File: src/rtl/instr_encoder_pkg.sv
// Shared constants for the instruction encoder: format codes, opcodes and the
// decoded field bundle handed to the packer.
package instr_encoder_pkg;

    localparam logic [2:0] FMT_R = 3'd0;
    localparam logic [2:0] FMT_I = 3'd1;
    localparam logic [2:0] FMT_S = 3'd2;
    localparam logic [2:0] FMT_B = 3'd3;
    localparam logic [2:0] FMT_U = 3'd4;
    localparam logic [2:0] FMT_J = 3'd5;

    localparam logic [6:0] OP_LOAD   = 7'h03;
    localparam logic [6:0] OP_OPIMM  = 7'h13;
    localparam logic [6:0] OP_AUIPC  = 7'h17;
    localparam logic [6:0] OP_STORE  = 7'h23;
    localparam logic [6:0] OP_OP     = 7'h33;
    localparam logic [6:0] OP_LUI    = 7'h37;
    localparam logic [6:0] OP_BRANCH = 7'h63;
    localparam logic [6:0] OP_JALR   = 7'h67;
    localparam logic [6:0] OP_JAL    = 7'h6F;

    typedef struct packed {
        logic [6:0] funct7;
        logic [4:0] rs2;
        logic [4:0] rs1;
        logic [2:0] funct3;
        logic [4:0] rd;
        logic [6:0] opcode;
    } fields_t;

endpackage

File: src/rtl/instr_encoder_imm_pack.sv
// Combinational packer: scatters the immediate into the RV32I word for the
// selected format and flags immediates the format cannot represent.
module imm_pack
    import instr_encoder_pkg::*;
(
    input  logic [2:0]  fmt,
    input  fields_t     fields,
    input  logic [31:0] imm,
    output logic [31:0] word,
    output logic        illegal
);

    localparam logic signed [31:0] IS_MIN = -32'sd2048;
    localparam logic signed [31:0] IS_MAX = 32'sd2047;
    localparam logic signed [31:0] B_MIN  = -32'sd4096;
    localparam logic signed [31:0] B_MAX  = 32'sd4094;
    localparam logic signed [31:0] J_MIN  = -32'sd1048576;
    localparam logic signed [31:0] J_MAX  = 32'sd1048574;

    logic signed [31:0] simm;

    function automatic logic fits(input logic signed [31:0] v,
                                  input logic signed [31:0] lo,
                                  input logic signed [31:0] hi);
        return (v >= lo) && (v <= hi);
    endfunction

    assign simm = imm;

    always_comb begin
        word    = '0;
        illegal = 1'b0;
        case (fmt)
            FMT_R: begin
                word = {fields.funct7, fields.rs2, fields.rs1, fields.funct3,
                        fields.rd, fields.opcode};
            end
            FMT_I: begin
                word    = {imm[11:0], fields.rs1, fields.funct3, fields.rd, fields.opcode};
                illegal = !fits(simm, IS_MIN, IS_MAX);
            end
            FMT_S: begin
                word    = {imm[11:5], fields.rs2, fields.rs1, fields.funct3,
                           imm[4:0], fields.opcode};
                illegal = !fits(simm, IS_MIN, IS_MAX);
            end
            FMT_B: begin
                word    = {imm[12], imm[10:5], fields.rs2, fields.rs1, fields.funct3,
                           imm[4:1], imm[11], fields.opcode};
                illegal = !fits(simm, B_MIN, B_MAX) || imm[0];
            end
            FMT_U: begin
                word    = {imm[31:12], fields.rd, fields.opcode};
                illegal = (imm[11:0] != 12'd0);
            end
            FMT_J: begin
                word    = {imm[20], imm[10:1], imm[11], imm[19:12], fields.rd, fields.opcode};
                illegal = !fits(simm, J_MIN, J_MAX) || imm[0];
            end
            default: illegal = 1'b1;
        endcase
    end

endmodule

File: src/rtl/instr_encoder.sv
// Session-based instruction loader: accepts decoded field sets, encodes them and
// writes the words sequentially into instruction memory from a latched base.
module instr_encoder
    import instr_encoder_pkg::*;
#(
    parameter int DEPTH  = 256,
    parameter int ADDR_W = 32
) (
    input  logic                   clk,
    input  logic                   rst,
    input  logic                   start,
    input  logic [ADDR_W-1:0]      base_addr,
    input  logic                   in_valid,
    output logic                   in_ready,
    input  logic                   in_last,
    input  logic [2:0]             fmt,
    input  logic [6:0]             opcode,
    input  logic [4:0]             rd,
    input  logic [4:0]             rs1,
    input  logic [4:0]             rs2,
    input  logic [2:0]             funct3,
    input  logic [6:0]             funct7,
    input  logic [31:0]            imm,
    output logic                   imem_we,
    output logic [ADDR_W-1:0]      imem_addr,
    output logic [31:0]            imem_wdata,
    output logic [$clog2(DEPTH):0] count,
    output logic                   err,
    output logic                   done
);

    localparam int CNT_W = $clog2(DEPTH) + 1;
    localparam logic [CNT_W-1:0] CNT_FULL = CNT_W'(DEPTH);

    localparam logic [1:0] ST_IDLE = 2'd0;
    localparam logic [1:0] ST_RUN  = 2'd1;
    localparam logic [1:0] ST_DONE = 2'd2;

    logic [1:0]        state;
    logic [ADDR_W-1:0] base_q;
    fields_t           fields;
    logic [31:0]       word;
    logic              illegal;
    logic              accept;
    logic              reject;

    assign fields   = {funct7, rs2, rs1, funct3, rd, opcode};
    assign in_ready = (state == ST_RUN);
    assign done     = (state == ST_DONE);
    assign accept   = in_valid && in_ready;
    // A full memory is treated like a bad immediate: consume the item, never write.
    assign reject   = illegal || (count == CNT_FULL);

    imm_pack u_imm_pack (
        .fmt     (fmt),
        .fields  (fields),
        .imm     (imm),
        .word    (word),
        .illegal (illegal)
    );

    // Acceptance -> registered write port, one cycle later
    always_ff @(posedge clk or posedge rst) begin
        if (rst) begin
            state      <= ST_IDLE;
            base_q     <= '0;
            count      <= '0;
            err        <= 1'b0;
            imem_we    <= 1'b0;
            imem_addr  <= '0;
            imem_wdata <= '0;
        end else begin
            imem_we <= 1'b0;
            case (state)
                ST_IDLE: begin
                    if (start) begin
                        state  <= ST_RUN;
                        base_q <= base_addr;
                        count  <= '0;
                        err    <= 1'b0;
                    end
                end
                ST_RUN: begin
                    if (accept) begin
                        if (reject) begin
                            err <= 1'b1;
                        end else begin
                            imem_we    <= 1'b1;
                            imem_addr  <= base_q + (ADDR_W'(count) << 2);
                            imem_wdata <= word;
                            count      <= count + 1'b1;
                        end
                        if (in_last) state <= ST_DONE;
                    end
                end
                ST_DONE: state <= ST_IDLE;
                default: state <= ST_IDLE;
            endcase
        end
    end

endmodule

File: config.mk
export PLATFORM = sky130hd
export DESIGN_NAME = instr_encoder
export DESIGN_NICKNAME = d
export VERILOG_FILES = /design/src/rtl/instr_encoder_pkg.sv /design/src/rtl/instr_encoder_imm_pack.sv /design/src/rtl/instr_encoder.sv
export SDC_FILE = /design/constraint.sdc
export NUM_CORES = 1
export LEC_CHECK = 0
export CAP_MARGIN = 20
export CORE_MARGIN = 2
export CORE_UTILIZATION = 45
export DETAILED_ROUTE_END_ITERATION = 8
export DONT_BUFFER_PORTS = 1
export GPL_ROUTABILITY_DRIVEN = 0
export PLACE_DENSITY = 0.72
export SETUP_SLACK_MARGIN = 0.02
export SLEW_MARGIN = 20
export SYNTH_ARGS = -nofsm -noshare
export SYNTH_HDL_FRONTEND = slang
export SYNTH_SLANG_ARGS = --single-unit
File: constraint.sdc
create_clock -name clk -period 5.32 [get_ports clk]
set_input_delay 0 -clock clk [delete_from_list [all_inputs] [get_ports clk]]
set_output_delay 0 -clock clk [all_outputs]
set_load 0.02 [all_outputs]
==> metrics.txt, run 1 <==
max incr delay on CP=0.65 ns; CP bufs+invs=1; WL per Instance=18.4 um; clock-pin slew of the registers on the worst-case setup and hold paths=0.07 ns; PortBufs=0; Synth Area in Simple Gates=21.5%; Logic pwr share=23.3%; sequential power share=55.8%; Overflow after GRT=0; DRT Pass-1 Iters=5; sw power=1.39 mW; initial antenna violation count=0; Synth Area in Compound Gates=17.2%; Critical-path top delay cell=buf_4; CP top delay family=simple AND/OR/NAND/NOR gates; Main synth FF type=dfrtp_1; Power Dens Cells=477 mW/mm^2; Worst Tran Pin Value=1.04 ns; Final Skew=0.00778 ns; Clock Path Buffers=2; Vias=5030; CTS sink cnt=109; synthesis-stage register bit count=109; worst min path class=in2reg; Required @ worst endpoint=5.49 ns; switch share=42.2%; count of final hold-check violations=0; Die Span Y=116 um; Mapped Cells=640; Peak VDD IR=0.297 mV; sequential area share after synthesis=48.6%; vias in the first global route=4880; Vias/cell=5.72; synthesized area=0.00561 mm^2; Unique masters post-synth=47; share of cells above drive strength 1=4.50%; H-tree depth=3; mux share of post-synthesis cell area=1.89%; YS warnings=0; final worst slack=2.24 ns; post-synth top area cell=dfrtp_1; max-slew violation count=0; CP max FO=90; xor and xnor area share after synthesis=4.84%; P_int=1.90 mW; Static Leakage=3.02 nW; Num CTS Buffers=9; CP endpoint kind=register; largest family of logic cells by synthesized area=simple AND/OR/NAND/NOR gates; fin crit share=57.9%; clock root cell=clkbuf_16; Post-synth top cells=nand2_1, dfrtp_1, o21ai_0; post-synthesis adder-cell area fraction=2.81%; RSZ-0062 raised after global routing=no; ANT cells=0; HPWL Detailed=10.9 mm; DRT iter0 DRCs=438; all-layer global routing usage=23.8%; Rel. slew slack=30.8%; top-area cell type share of the netlist area=48.6%; CTS tree=done; drt total wl=16.1 mm; placed cell area=0.00574 mm^2; Skew-Pair Late Insertion Delay=0.34 ns; Initial Util=46.3%; first-pass GRT wire length=24.6 mm; post-route cell area=0.00691 mm^2; core area=0.0121 mm^2; Max-Cap Viols=0; Setup CP Type=reg2reg; main area contributors after synthesis=dfrtp_1, nand2_1, o21ai_0; TNS Setup=0 ns; outcome=complete, no violations; r2r setup slk=2.24 ns; final setup vio count=0; num rows=40; EDFF count, synth=0; share of async-settable or async-resettable flops after synthesis=100%; Synth Area per Inst=8.77 um^2; P&R area growth vs syn=23.1%; worst path arrival time=3.24 ns; die width=116 um; Tmin final=3.08 ns; Antenna Violating Nets Remaining=0; Clk pwr share=20.8%; DRC viols=0; Post-CTS Setup Bufs=0; Final Total Pwr=3.29 mW; worst-path cell chain=or4_1, nor4_1, nor4_2, o2111ai_4, buf_4, o21ai_0; crit path launch type=register; I/O Pins=181; Die Footprint=0.0134 mm^2; largest net degree at the start of global routing=91; count of nets after finishing=822; post-synthesis net count=756; worst slack at placement=2.25 ns; Peak Freq=325 MHz; top-count cell post-synth=nand2_1
## through the flow
| stage | hold WS, ns | util, % | instances |
|---|---|---|---|
| after floorplan | 0.105 | - | 640 |
| after global placement | -0.0310 | 47.4 | 777 |
| after detailed placement | -0.0267 | 47.4 | 777 |
| after CTS | 0.000879 | 57.0 | 879 |
| after global routing | 0.0443 | 57.0 | 879 |
| final | 0.0218 | 57.0 | 879 |
## routing by layer
layer	global-route usage [%]	vias to the layer above	wire length, um
met3	6.59	51	1490
met5	0	-	0
li1	-	2355	-
met4	11.8	0	546
met1	27.6	2337	6210
met2	40.7	287	7900
## cells by family after synthesis
| family | after synthesis |
|---|---|
| xor+xnor | 31 |
| compound gates | 160 |
| flops | 109 |
| simple gates | 271 |
| fa+ha+maj | 12 |
| mux | 10 |
| buf+inv | 47 |
## worst paths after layout
check                          start              to  cells past startpoint
max in group asynchronous        rst   imem_wdata[1]                      3
min reg2reg                base_q[2]       base_q[2]                      2
max                         count[2]  imem_wdata[15]                      6
min in group asynchronous        rst   imem_wdata[9]                      2
max reg2reg                 count[2]  imem_wdata[15]                      6
min                         in_valid  imem_wdata[26]                      2
## registers in the layout, summed over array words and instances (netlist names)
register,flops
base_q,32
count,9
err,1
imem_addr,32
imem_wdata,32
imem_we,1
state,2
## placed cells by master (no fill, tap or decap), types with 6 or more instances in the layout
| master | instances |
|---|---|
| a22oi_1 | 22 |
| nor2b_1 | 13 |
| o22a_1 | 6 |
| xor2_1 | 8 |
| xnor2_1 | 23 |
| nor4_1 | 8 |
| nor3_1 | 6 |
| dfrtp_1 | 109 |
| a21o_1 | 6 |
| dlygate4sd3_1 | 86 |
| a21oi_1 | 29 |
| nor2_1 | 19 |
| clkbuf_16 | 9 |
| nand2_1 | 173 |
| ha_1 | 11 |
| o21ai_0 | 75 |
| inv_1 | 9 |
| nand4_1 | 16 |
| and3_1 | 6 |
| nand3_1 | 13 |
## power by group through the flow
stage	sequential, mW	combinational [mW]	clock (mW)
after floorplan	1.71	0.592	0
final	1.84	0.767	0.686
after global routing	1.89	0.892	0.749
after global placement	1.84	0.674	0
after CTS	1.83	0.768	0.709
after detailed placement	1.85	0.705	0
## repair_timing
action / 4_1_cts / 5_1_grt
resized for setup: 0 / 0
hold buffers: 86 / 0
endpoints found under the hold margin: 110 / 0
## final cells by class
class	count	area [um^2]
Inverter	11	43.8
Sequential cell	109	2730
Tap cell	168	210
Multi-Input combinational cell	484	2720
Timing Repair Buffer	91	898
Clock inverter	6	71.3
Fill cell	1053	5200
Clock buffer	10	239
Note: power is estimated with default switching activity, not from simulation.
==> inputs of run 2 (changes only) <==
==> constraint.sdc (replaced) <==
create_clock -name clk -period 2.9 [get_ports clk]
set_input_delay 0 -clock clk [delete_from_list [all_inputs] [get_ports clk]]
set_output_delay 0 -clock clk [all_outputs]
set_load 0.02 [all_outputs]
==> run 2 against run 1 <==
Against the previous run:
- the run now ends with hold timing left
- clock-buffer cell count unchanged
- critical path depth unchanged
- die area unchanged
- register-to-register slack got worse by 1.8 ns
- setup slack got worse by 1.8 ns
- clock skew about the same
- cell count increased by 1.7%
- hold slack got worse by 0.030 ns
- combinational power increased by 98%
- via count increased by 4.2%
- final area increased by 2.7%
==> metrics.txt, run 2 (synthesis results as in run 1) <==
outcome=finished, violations left (was complete, no violations); failing checks=hold timing; Initial Util=46.3% (unchanged); hold endpoint=imem_wdata[14] (was imem_wdata[26]); dpl cells=788 (was 777); Static Leakage=3.13 nW (was 3.02 nW); Antenna Violating Nets Remaining=0 (unchanged); M2 GR Usage=42.0% (was 40.7%); DRC viols=0 (unchanged); CTS sink cnt=109 (unchanged); CP endpoint kind=register (unchanged); FF-to-FF Start=count[3] (was count[2]); biggest regs=base_q (32), imem_addr (32), imem_wdata (32) (unchanged); CP top delay family=simple AND/OR/NAND/NOR gates (unchanged); max incr delay on CP=0.53 ns (was 0.65 ns); Tmin final=2.47 ns (was 3.08 ns); FF-to-FF End=imem_addr[0] (was imem_wdata[15]); post_cts resized=0 (unchanged); CP max FO=43 (was 90); Clock Path Buffers=2 (unchanged); Final Skew=0.00731 ns (was 0.00778 ns); Final Total Pwr=6.24 mW (was 3.29 mW); Non-Filler Instances=894 (was 879); largest net degree at the start of global routing=73 (was 91); register cell area after layout=0.00273 mm^2 (unchanged); max-slew violation count=0 (unchanged); Max-Cap Viols=0 (unchanged); drt total wl=17.0 mm (was 16.1 mm); met3 Use GR=7.37% (was 6.59%); Die Span Y=116 um (unchanged); most common cell after layout, fill and taps aside=nand2_1 (unchanged); TNS Setup=0 ns (unchanged); worst-path cell chain=or4_1, nor4_1, nor4_2, o2111ai_4, buf_12, mux2_2 (was or4_1, nor4_1, nor4_2, o2111ai_4, buf_4, o21ai_0); CP bufs+invs=1 (unchanged); Vias=5241 (was 5030); Setup CP Type=reg2reg (unchanged); vias in the first global route=5083 (was 4880); ANT cells=0 (unchanged); highest-count cells in the layout ignoring fill and taps=nand2_1, dfrtp_1, dlygate4sd3_1 (unchanged); multi-input logic area=0.00272 mm^2 (unchanged); Hold WS=-0.00841 ns (was 0.0218 ns); Post-CTS Setup Bufs=0 (unchanged); crit path launch type=register (unchanged); clock root cell=clkbuf_16 (unchanged); hold depth=3 (was 2); Rel. slew slack=50.2% (was 30.8%); worst min path class=in2reg (unchanged); initial antenna violation count=0 (unchanged); Overflow after GRT=0 (unchanged); I/O Pins=181 (unchanged); num rows=40 (unchanged); Num CTS Buffers=9 (unchanged); first-pass GRT wire length=25.9 mm (was 24.6 mm); Worst Tran Pin Value=0.745 ns (was 1.04 ns); Skew-Pair Late Insertion Delay=0.35 ns (was 0.34 ns); CTS tree=done (unchanged); Hold Crit Start=funct3[2] (was in_valid); count of nets after finishing=837 (was 822); share of cells above drive strength 1=5.92% (was 4.50%); # fillers=1045 (was 1053); die width=116 um (unchanged); H-tree depth=3 (unchanged); Power Dens Cells=880 mW/mm^2 (was 477 mW/mm^2); PortBufs=0 (unchanged); r2r setup slk=0.43 ns (was 2.24 ns); final setup vio count=0 (unchanged); Peak VDD IR=0.399 mV (was 0.297 mV); GRT busiest layer=met2 (unchanged); core area=0.0121 mm^2 (unchanged); WL per Instance=19.0 um (was 18.4 um); worst path arrival time=2.71 ns (was 3.24 ns); all-layer global routing usage=25.2% (was 23.8%); Die Footprint=0.0134 mm^2 (unchanged); Peak Freq=405 MHz (was 325 MHz); P&R area growth vs syn=26.4% (was 23.1%); clock-pin slew of the registers on the worst-case setup and hold paths=0.07 ns (about the same); DRT Pass-1 Iters=5 (unchanged); DRT iter0 DRCs=375 (was 438); Critical-path top delay cell=or4_1 (was buf_4); met1 global-route usage=29.5% (was 27.6%); fin crit share=85.1% (was 57.9%); FF-to-FF path depth=6 (unchanged); RSZ-0062 raised after global routing=no (unchanged); count of final hold-check violations=1 (was 0); HPWL Detailed=11.3 mm (was 10.9 mm); Required @ worst endpoint=3.14 ns (was 5.49 ns); Vias/cell=5.86 (was 5.72)
[run 2: cell count changes in the layout (fill, tap and decap cells not counted), sizes merged]
cell / before / now
buf: 5 / 16
clkinvlp: 4 / 1
dlygate4sd3: 86 / 90
clkinv: 1 / 4
inv: 11 / 10
bufinv: 1 / 2
[run 2: routing by layer]
metal	part of all wire, %	wire (um)
met5	0	0
met4	3.9	671
met3	9.7	1650
met2	48	8110
met1	39	6580
[run 2: area by class of cell]
type	count	share of cell area (%)
inverter	11	0.617
timing repair buffer	106	14.9
sequential	109	38.4
multi-input combinational	484	38.3
clock buffer	10	3.37
tap	168	2.96
clock inverter	6	1.38
[run 2: worst register-to-register path: cells and delay by family (launching register included)]
kind | cells | cell delay [ns]
AO/OA/AOI/OAI | 1 | 0.23
buffers and inverters | 1 | 0.26
AND/OR/NAND/NOR | 3 | 1.05
flip-flops | 1 | 0.44
multiplexers | 1 | 0.37
[run 2: through the flow]
| step | worst slack, ns | hold slack, ns | instance area [um^2] | util [%] |
|---|---|---|---|---|
| 2_1_floorplan | 0.0261 | 0.105 | 5610 | - |
| 3_3_place_gp | 0.523 | -0.00417 | 5860 | 48.4 |
| 3_5_place_dp | 0.445 | 0.0100 | 5860 | 48.4 |
| 4_1_cts | 0.432 | 0.00236 | 7100 | 58.6 |
| 5_1_grt | 0.243 | 0.0319 | 7100 | 58.6 |
| 6_report | 0.432 | -0.00841 | 7100 | 58.6 |
[run 2: worst max path at each step]
stage | slack, ns | startpoint | cells after the start | endpoint
after global routing | 0.24 | count[6] | 7 | imem_addr[31]
after CTS | 0.43 | count[5] | 6 | imem_addr[2]
after floorplan | 0.03 | rst | 1 | base_q[0]
final | 0.43 | count[3] | 6 | imem_addr[0]
after global placement | 0.52 | count[6] | 7 | imem_addr[19]
after detailed placement | 0.44 | count[5] | 6 | imem_addr[2]
[run 2: power breakdown]
| group | internal, mW | switching (mW) | leakage (nW) |
|---|---|---|---|
| Clock | 0.788 | 0.584 | 0.161 |
| Sequential | 2.17 | 1.17 | 1.39 |
| Combinational | 0.667 | 0.856 | 1.58 |
| Total | 3.63 | 2.61 | 3.13 |
[run 2: what timing repair did]
item,4_1_cts,5_1_grt
setup endpoints to repair,0,0
hold buffers,90,0
hold endpoints to repair,115,0
==> inputs of run 3 (changes only) <==
--- a/config.mk
+++ b/config.mk
@@ -6,12 +6,11 @@
 export NUM_CORES = 1
 export LEC_CHECK = 0
 export CAP_MARGIN = 20
-export CORE_MARGIN = 2
-export CORE_UTILIZATION = 45
+export CORE_UTILIZATION = 35
 export DETAILED_ROUTE_END_ITERATION = 8
 export DONT_BUFFER_PORTS = 1
 export GPL_ROUTABILITY_DRIVEN = 0
-export PLACE_DENSITY = 0.72
+export PLACE_DENSITY = 0.61
 export SETUP_SLACK_MARGIN = 0.02
 export SLEW_MARGIN = 20
 export SYNTH_ARGS = -nofsm -noshare
==> constraint.sdc (replaced) <==
create_clock -name clk -period 3.06 [get_ports clk]
set_input_delay 0 -clock clk [delete_from_list [all_inputs] [get_ports clk]]
set_output_delay 0 -clock clk [all_outputs]
set_load 0.02 [all_outputs]
==> run 3 against run 2 <==
Against the previous run:
- the flow now finishes without violations
- power decreased by 6.5%
- clock power decreased by 8%
- first-iteration DRC count decreased by 12%
- largest power group unchanged
- critical path depth unchanged
- utilization decreased by 13 points
- hold slack improved by 0.028 ns
- sequential power decreased by 4%
- clock skew increased by 0.0027 ns
==> metrics.txt, run 3 (synthesis results as in run 1) <==
DRT Pass-1 Iters=5 (unchanged); Skew-Pair Late Insertion Delay=0.36 ns (was 0.35 ns); worst path arrival time=2.89 ns (was 2.71 ns); share of cells above drive strength 1=5.60% (was 5.92%); drt total wl=17.1 mm (was 17.0 mm); Tmin final=2.69 ns (was 2.47 ns); HPWL Detailed=11.8 mm (was 11.3 mm); DRT iter0 DRCs=329 (was 375); Vias=4976 (was 5241); H-tree depth=3 (unchanged); die width=129 um (was 116 um); CTS sink cnt=109 (unchanged); Hold Crit Start=imm[0] (was funct3[2]); RSZ-0062 raised after global routing=no (unchanged); crit path from=count[5] (was count[3]); count of final hold-check violations=0 (was 1); first-pass GRT wire length=26.6 mm (was 25.9 mm); Num CTS Buffers=9 (unchanged); Peak VDD IR=0.475 mV (was 0.399 mV); clock root cell=clkbuf_16 (unchanged); dpl cells=828 (was 788); Static Leakage=3.06 nW (was 3.13 nW); biggest regs=base_q (32), imem_addr (32), imem_wdata (32) (unchanged); crit path launch type=register (unchanged); Required @ worst endpoint=3.26 ns (was 3.14 ns); Peak Freq=372 MHz (was 405 MHz); WL per Instance=18.5 um (was 19.0 um); num rows=45 (was 40); worst slack at placement=0.403 ns (was 0.445 ns); ANT cells=0 (unchanged); vias in the first global route=4965 (was 5083); outcome=complete, no violations (was finished, violations left); TNS Setup=0 ns (unchanged); multi-input logic area=0.00272 mm^2 (unchanged); Rel. slew slack=36.7% (was 50.2%); DRC viols=0 (unchanged); I/O Pins=181 (unchanged); Die Span Y=129 um (was 116 um); CTS tree=done (unchanged); Antenna Violating Nets Remaining=0 (unchanged); Vias/cell=5.38 (was 5.86); initial antenna violation count=0 (unchanged); CP endpoint kind=register (unchanged); Worst Tran Pin Value=0.949 ns (was 0.745 ns); PortBufs=0 (unchanged); placed cell area=0.00586 mm^2 (about the same); max-slew violation count=0 (unchanged); Initial Util=36.4% (was 46.3%); register cell area after layout=0.00273 mm^2 (unchanged); final setup vio count=0 (unchanged); # fillers=1502 (was 1045); largest net degree at the start of global routing=74 (was 73); count of nets after finishing=825 (was 837); most common cell after layout, fill and taps aside=nand2_1 (unchanged); Non-Filler Instances=925 (was 894); Die Footprint=0.0165 mm^2 (was 0.0134 mm^2); FF-to-FF Start=count[5] (was count[3]); final worst slack=0.373 ns (was 0.432 ns); Hold WS=0.0196 ns (was -0.00841 ns); Layout Utilization=45.3% (was 58.6%); Final Skew=0.0100 ns (was 0.00731 ns); clock-pin slew of the registers on the worst-case setup and hold paths=0.08 ns (was 0.07 ns); fin crit share=87.8% (was 85.1%); P&R area growth vs syn=24.6% (was 26.4%); core area=0.0154 mm^2 (was 0.0121 mm^2); Power Dens Cells=835 mW/mm^2 (was 880 mW/mm^2); post-route cell area=0.00699 mm^2 (was 0.00710 mm^2); CP max FO=62 (was 43); Setup CP Type=reg2reg (unchanged); post_cts resized=0 (unchanged); highest-count cells in the layout ignoring fill and taps=nand2_1, dfrtp_1, dlygate4sd3_1 (unchanged); Max-Cap Viols=0 (unchanged); Final Total Pwr=5.84 mW (was 6.24 mW); Overflow after GRT=0 (unchanged); all-layer global routing usage=21.0% (was 25.2%); worst min path class=in2reg (unchanged); Clock Path Buffers=2 (unchanged)
==> run 3: cell types whose count changed in the layout (fill, tap and decap cells not counted) <==
cell | before | now
buf_12 | 3 | 1
dlygate4sd3_1 | 90 | 81
buf_4 | 13 | 12
clkinv_2 | 1 | 0
inv_8 | 0 | 4
bufinv_16 | 2 | 1
clkinv_8 | 1 | 0
clkbuf_8 | 1 | 0
==> run 3: worst paths after layout <==
kind / to / slack [ns] / cells after the start
max reg2reg: imem_wdata[20] / 0.37 / 6
min reg2reg: base_q[0] / 0.48 / 2
min in group asynchronous: imem_wdata[10] / 0.30 / 2
max in group asynchronous: imem_wdata[24] / 1.84 / 3
min: imem_wdata[7] / 0.02 / 3
max: imem_wdata[20] / 0.37 / 6
==> run 3: critical path, cell delays in order, from the launching register on <==
cell and delay, ns:
dfrtp_1 0.52, or4_1 0.45, nor4_1 0.49, nor4_2 0.16
o2111ai_4 0.17, buf_4 0.50, o21ai_0 0.22
==> run 3: per-layer routing <==
metal / part of all wire (%) / global-route usage (%) / up-vias / wire length [um]
met3: 8.8 / 6.20 / 39 / 1510
li1: - / - / 2367 / -
met1: 40 / 23.3 / 2338 / 6860
met5: 0 / 0 / - / 0
met4: 3.3 / 10.9 / 0 / 571
met2: 48 / 36.4 / 232 / 8150
==> run 3: layout make-up <==
class | count | area share (%)
flip-flops and latches | 109 | 39.0
multi-input cells | 484 | 38.9
repair buffers | 94 | 13.2
well taps | 211 | 3.78
clock buffers | 9 | 3.22
clock inverters | 7 | 1.31
inverters | 11 | 0.626
==> run 3: repair_timing <==
item,in CTS,in global routing
setup buffers,0,0
hold buffers,81,0
endpoints found under the hold margin,139,0
==> run 3: report_power, final <==
| group | total (mW) | switching, mW | internal [mW] |
|---|---|---|---|
| clock | 1.26 | 0.598 | 0.661 |
| sequential | 3.22 | 1.16 | 2.06 |
| combinational | 1.36 | 0.768 | 0.595 |
| total | 5.84 | 2.52 | 3.31 |
